<file path="src/rtl/ef_dac12_pkg.sv">
// Shared definitions for the 12-bit DAC controller slice.
//   state_t             : controller FSM states
//   DEFAULT_NUM_BITS    : default DAC code width
//   DEFAULT_FIFO_DEPTH  : default sample-FIFO depth (power of two, >= 2)
//   SETTLE_BITS         : width of the settle count field in ConfigBits
package ef_dac12_pkg;

    localparam int DEFAULT_NUM_BITS   = 12;
    localparam int DEFAULT_FIFO_DEPTH = 4;
    localparam int SETTLE_BITS        = 4;

    typedef enum logic [1:0] {
        S_IDLE   = 2'd0,
        S_LOAD   = 2'd1,
        S_SETTLE = 2'd2,
        S_DONE   = 2'd3
    } state_t;

endpackage

</file>
<file path="src/rtl/ef_dac12_fifo.sv">
// Synchronous sample FIFO for the DAC controller.
// The head word is always visible on rd_data so that the controller can
// capture it on the same edge that pops it.
// Ports:
//   clk, srst        : clock, synchronous active-high reset
//   wr_en, wr_data   : write request; ignored when full at the start of the cycle
//   rd_en            : pop request; ignored when empty
//   rd_data          : current head word
//   full, empty      : occupancy flags (from the registered level)
//   level            : number of stored words
module ef_dac12_fifo
    import ef_dac12_pkg::*;
#(
    parameter int WIDTH = DEFAULT_NUM_BITS,
    parameter int DEPTH = DEFAULT_FIFO_DEPTH
) (
    input  logic                     clk,
    input  logic                     srst,
    input  logic                     wr_en,
    input  logic [WIDTH-1:0]         wr_data,
    input  logic                     rd_en,
    output logic [WIDTH-1:0]         rd_data,
    output logic                     full,
    output logic                     empty,
    output logic [$clog2(DEPTH):0]   level
);

    localparam int PTR_W = $clog2(DEPTH);
    localparam int LVL_W = PTR_W + 1;

    logic [WIDTH-1:0] mem_reg [DEPTH];
    logic [PTR_W-1:0] wr_ptr_reg;
    logic [PTR_W-1:0] rd_ptr_reg;
    logic [LVL_W-1:0] level_reg;
    logic             push;
    logic             pop;

    // Full/empty come from the registered level, so a pop in the same
    // cycle never makes room for a write.
    assign full    = (level_reg == LVL_W'(DEPTH));
    assign empty   = (level_reg == '0);
    assign push    = wr_en && !full;
    assign pop     = rd_en && !empty;
    assign rd_data = mem_reg[rd_ptr_reg];
    assign level   = level_reg;

    // Pointers wrap naturally because DEPTH is a power of two.
    always_ff @(posedge clk) begin
        if (srst) begin
            wr_ptr_reg <= '0;
            rd_ptr_reg <= '0;
            level_reg  <= '0;
        end else begin
            if (push) begin
                wr_ptr_reg <= wr_ptr_reg + PTR_W'(1);
            end
            if (pop) begin
                rd_ptr_reg <= rd_ptr_reg + PTR_W'(1);
            end
            level_reg <= level_reg + LVL_W'(push) - LVL_W'(pop);
        end
    end

    // Storage has no reset so it can map onto RAM; reset still blocks writes.
    always_ff @(posedge clk) begin
        if (push && !srst) begin
            mem_reg[wr_ptr_reg] <= wr_data;
        end
    end

endmodule

</file>
<file path="src/rtl/ef_dac12_ctrl.sv">
// DAC update controller: queues user codes in a small FIFO and plays them
// out to an external DAC as LOAD -> SETTLE(N+1 cycles) -> DONE sequences.
// Ports:
//   UserCLK, RESET   : clock, synchronous active-high reset
//   WRITE, DATA      : user write strobe and code
//   READY, EMPTY     : FIFO not full / FIFO empty
//   LEVEL            : FIFO occupancy
//   BUSY             : controller not idle
//   DONE             : one-cycle pulse when the current code has settled
//   OVERFLOW         : sticky, set when a write is dropped on a full FIFO
//   VALUE_top        : code register driving the DAC
//   LOAD_top         : DAC latch strobe
//   ENABLE_top       : DAC power enable
//   ConfigBits       : [3:0] settle count N, [4] power down while idle
module ef_dac12_ctrl
    import ef_dac12_pkg::*;
#(
    parameter int NUM_BITS     = DEFAULT_NUM_BITS,
    parameter int FIFO_DEPTH   = DEFAULT_FIFO_DEPTH,
    parameter int NoConfigBits = 5
) (
    input  logic                          UserCLK,
    input  logic                          RESET,
    input  logic                          WRITE,
    input  logic [NUM_BITS-1:0]           DATA,
    output logic                          READY,
    output logic                          EMPTY,
    output logic [$clog2(FIFO_DEPTH):0]   LEVEL,
    output logic                          BUSY,
    output logic                          DONE,
    output logic                          OVERFLOW,
    output logic [NUM_BITS-1:0]           VALUE_top,
    output logic                          LOAD_top,
    output logic                          ENABLE_top,
    input  logic [NoConfigBits-1:0]       ConfigBits
);

    state_t                 state_reg;
    logic [NUM_BITS-1:0]    code_reg;
    logic [SETTLE_BITS-1:0] settle_cnt_reg;
    logic                   load_reg;
    logic                   done_reg;
    logic                   busy_reg;
    logic                   overflow_reg;

    logic                   fifo_full;
    logic                   fifo_empty;
    logic [NUM_BITS-1:0]    fifo_head;
    logic                   pop;
    logic [SETTLE_BITS-1:0] settle_n;
    logic                   pwrdn_idle;

    assign settle_n   = ConfigBits[SETTLE_BITS-1:0];
    assign pwrdn_idle = ConfigBits[SETTLE_BITS];

    // The FSM takes a new code only from IDLE or DONE, and only when the
    // FIFO held data at the start of the cycle.
    assign pop = ((state_reg == S_IDLE) || (state_reg == S_DONE)) && !fifo_empty;

    ef_dac12_fifo #(
        .WIDTH (NUM_BITS),
        .DEPTH (FIFO_DEPTH)
    ) u_fifo (
        .clk     (UserCLK),
        .srst    (RESET),
        .wr_en   (WRITE),
        .wr_data (DATA),
        .rd_en   (pop),
        .rd_data (fifo_head),
        .full    (fifo_full),
        .empty   (fifo_empty),
        .level   (LEVEL)
    );

    always_ff @(posedge UserCLK) begin
        if (RESET) begin
            state_reg      <= S_IDLE;
            code_reg       <= '0;
            settle_cnt_reg <= '0;
            load_reg       <= 1'b0;
            done_reg       <= 1'b0;
            busy_reg       <= 1'b0;
        end else begin
            load_reg <= 1'b0;
            done_reg <= 1'b0;
            case (state_reg)
                S_IDLE: begin
                    if (!fifo_empty) begin
                        code_reg  <= fifo_head;
                        state_reg <= S_LOAD;
                        load_reg  <= 1'b1;
                        busy_reg  <= 1'b1;
                    end
                end
                S_LOAD: begin
                    state_reg      <= S_SETTLE;
                    settle_cnt_reg <= '0;
                end
                S_SETTLE: begin
                    // N is read live so a change lands on the next compare.
                    settle_cnt_reg <= settle_cnt_reg + SETTLE_BITS'(1);
                    if (settle_cnt_reg == settle_n) begin
                        state_reg <= S_DONE;
                        done_reg  <= 1'b1;
                    end
                end
                S_DONE: begin
                    if (!fifo_empty) begin
                        code_reg  <= fifo_head;
                        state_reg <= S_LOAD;
                        load_reg  <= 1'b1;
                    end else begin
                        state_reg <= S_IDLE;
                        busy_reg  <= 1'b0;
                    end
                end
                default: begin
                    state_reg <= S_IDLE;
                    busy_reg  <= 1'b0;
                end
            endcase
        end
    end

    always_ff @(posedge UserCLK) begin
        if (RESET) begin
            overflow_reg <= 1'b0;
        end else if (WRITE && fifo_full) begin
            overflow_reg <= 1'b1;
        end
    end

    assign READY      = !fifo_full;
    assign EMPTY      = fifo_empty;
    assign BUSY       = busy_reg;
    assign DONE       = done_reg;
    assign OVERFLOW   = overflow_reg;
    assign VALUE_top  = code_reg;
    assign LOAD_top   = load_reg;
    assign ENABLE_top = !(pwrdn_idle && (state_reg == S_IDLE));

endmodule

</file>
<file path="config.mk">
export PLATFORM = sky130hd
export DESIGN_NAME = ef_dac12_ctrl
export DESIGN_NICKNAME = d
export VERILOG_FILES = /design/src/rtl/ef_dac12_pkg.sv /design/src/rtl/ef_dac12_fifo.sv /design/src/rtl/ef_dac12_ctrl.sv
export SDC_FILE = /design/constraint.sdc
export NUM_CORES = 1
export LEC_CHECK = 0
export CORE_MARGIN = 1.5
export CORE_UTILIZATION = 54
export DETAILED_ROUTE_END_ITERATION = 10
export PLACE_DENSITY = 0.78
export SYNTH_ARGS = -nofsm -noshare
export SYNTH_HDL_FRONTEND = slang
export SYNTH_SLANG_ARGS = --single-unit
</file>
<file path="constraint.sdc">
create_clock -name UserCLK -period 3.1 [get_ports UserCLK]
set_input_delay 0.775 -clock UserCLK [delete_from_list [all_inputs] [get_ports UserCLK]]
set_output_delay 0.775 -clock UserCLK [all_outputs]
set_load 0.02 [all_outputs]
</file>
==> results.json <==
{
  "arrival_ns": 2.89,
  "power_density_nw_per_um2": 912,
  "critPathLaunchType": "register",
  "num_io_pins": 42,
  "finClkSkew_ns": 0.0101,
  "die_h_microns": 79.5,
  "routed_wl_microns": 5230,
  "tightestPinTransition_ns": 0.912,
  "crit_required_ns": 3.33,
  "tritoncts": "built",
  "cpLargestDelayFamily": "adder cells",
  "hold_violations": 0,
  "syn-cell-area_sq_um": 3160,
  "grt_util_all_layers": 0.189,
  "comb_power_share": 0.379,
  "port-buffer-count": 41,
  "ctsResizeCount": 0,
  "ys_seq_elements": 77,
  "ant_nets": 0,
  "final_cells": 345,
  "cp_slowest_stage_delay_ns": 0.39,
  "dr.pass1.iters": 4,
  "fillers": 389,
  "timing.fmax_mhz": 375,
  "via_per_inst": 5.17,
  "hpwlAfterDp_microns": 3640,
  "status": "completed",
  "area_growth_pct": 20.5,
  "clockPowerShare": 0.214,
  "layout_min_cycle_time_ns": 2.67,
  "die_area_sq_um": 6330,
  "grt_max_degree": 31,
  "hold_buffers": 0,
  "cts_max_level": 3,
  "critPathBufInv": 4,
  "cp_max_fo": 14,
  "hp-class": "reg2reg",
  "layout.nets": 300,
  "yosysMostFrequentCell": "edfxtp_1",
  "clockBufferDepth": 2,
  "synthCells": 222,
  "final_max_slew_viol_count": 0,
  "p_int_mw": 2.28,
  "grt_pass1_vias": 1821,
  "p_seq_frac": 0.406,
  "ys_seq_area_frac": 0.639,
  "cts.clk_slew.worst_paths_ns": 0.08,
  "drive_gt1_frac": 0.198,
  "placed_cells": 329,
  "cts_root_buffer": "clkbuf_8",
  "fin_crit_sh": 0.860,
  "setup.worst_path.end_class": "register",
  "synth-edff-count": 48,
  "clock_latency_ns": 0.34,
  "cts.sinks": 77,
  "max_cap_violations": 0,
  "tns_ns": 0,
  "die_width_microns": 79.5,
  "crit_path_cell_trace": "inv_1, ha_1, inv_1, nand2_4, inv_2, ha_1, inv_1, ha_1, fa_1, xnor2_1, xnor2_1, nor2_1",
  "routabilityCongestion": 0.719,
  "ys_types": 37,
  "p_sw_mw": 1.20,
  "synth_ff_type": "edfxtp_1",
  "yosys.area.top_type": "edfxtp_1",
  "antenna_found_initial": 0,
  "synthArstFlopShare": 0,
  "critical_path_class": "reg2reg",
  "num_antenna_cells": 0,
  "core_sq_um": 5570,
  "synth_area_leaders": "edfxtp_1 46%, dfxtp_1 18%, mux4_2 8.5%",
  "cts_setup_buffers": 0,
  "cts_inserted_buffers": 9,
  "syn_nets": 254,
  "largest_reg_flops": 48,
  "setup_viol": 0,
  "synthesis.yosys.warnings": 0,
  "avgSynthCellArea_sq_um": 14.2,
  "total_power_mw": 3.48,
  "max-slew-margin-rel": 0.391,
  "slowest_stage": "fa_1",
  "grt_overflow": 0,
  "drcViolationCount": 0,
  "wire_per_inst_microns": 15.2,
  "swShare": 0.345,
  "placementRows": 27,
  "first_iter_violations": 98,
  "ys_top_cells_by_count": "48 x edfxtp_1, 29 x dfxtp_1, 20 x nand2_1, 12 x mux4_2, 12 x nor2_1",
  "start_util": 0.567,
  "synth_top_cell_area_share": 0.456,
  "via_count": 1782,
  "ir_worst_vdd_uv": 480,
  "grt_pass1_wl_microns": 8710,
  "rsz0062_at_grt": "false",
  "leakage_nw": 1.32
}
power groups by stage:
stage	logic, mW	clock network [mW]	registers (mW)
2_1_floorplan	0.900	0	1.48
3_3_place_gp	1.28	0	1.43
3_5_place_dp	1.33	0	1.44
4_1_cts	1.33	0.760	1.42
5_1_grt	1.45	0.805	1.44
6_report	1.32	0.745	1.41
final cells by class:
class,count,area (sq um),share of cell area
clock inverters,5,57.6,0.0151
multi-input cells,124,1030,0.269
well taps,72,90.1,0.0236
clock buffers,11,141,0.0371
repair buffers,43,425,0.112
flip-flops and latches,77,2020,0.530
inverters,13,48.8,0.0128
worst register-to-register path, stage by stage (launching register included):
cell     delay, ns
dfxtp_1       0.38
inv_1         0.10
ha_1          0.35
inv_1         0.13
nand2_4       0.21
inv_2         0.08
ha_1          0.29
inv_1         0.05
ha_1          0.20
fa_1          0.39
xnor2_1       0.20
xnor2_1       0.14
nor2_1        0.05
per-layer routing:
metal / up-vias / track usage / part of all wire
met5: - / 0 / 0
met4: 0 / 0.0947 / 0.017
met3: 9 / 0.0457 / 0.032
met2: 36 / 0.303 / 0.50
met1: 848 / 0.241 / 0.45
li1: 889 / - / -
worst paths after layout:
path / start / end / slack, ns / depth (start not counted)
max: state_reg[0] / u_fifo.level[2] / 0.43 / 12
min: VALUE_top[1] / VALUE_top[1] / 0.46 / 2
max reg2reg: state_reg[0] / u_fifo.level[2] / 0.43 / 12
min reg2reg: VALUE_top[1] / VALUE_top[1] / 0.46 / 2
cells by family after synthesis:
kind of cell | count (synthesis) | share of synthesized area
adder cells (fa/ha/maj) | 12 | 0.0498
multiplexers | 12 | 0.0854
flip-flops | 77 | 0.639
XOR/XNOR | 9 | 0.0249
buffers and inverters | 21 | 0.0360
AO/OA/AOI/OAI | 30 | 0.0657
AND/OR/NAND/NOR | 61 | 0.0989
stage by stage:
step                       util  cell area (sq um)  setup WS (ns)  hold WS, ns
after floorplan               -               3160          0.654        0.469
after global placement    0.648               3610          0.497        0.452
after detailed placement  0.648               3610          0.427        0.454
after CTS                 0.684               3810          0.409        0.469
after global routing      0.684               3810          0.258        0.486
final                     0.684               3810          0.433        0.464
layout by cell type, fill, tap and decap left out, types with 3 or more instances in the layout:
cell             synthesis  layout
nand2_1                 20      20
ha_1                    11      11
nand2_2                 10      10
a21oi_1                  9       9
and2_1                   4       4
a21oi_2                 10      10
o21ai_0                  4       4
dfxtp_1                 29      29
edfxtp_1                48      48
mux4_2                  12      12
nor2_1                  12      12
inv_1                   11      11
clkbuf_8                 0      10
xnor2_1                  9       9
clkdlybuf4s50_1          0      41
nand3_1                  3       3
Power figures use the tool's default switching activity.
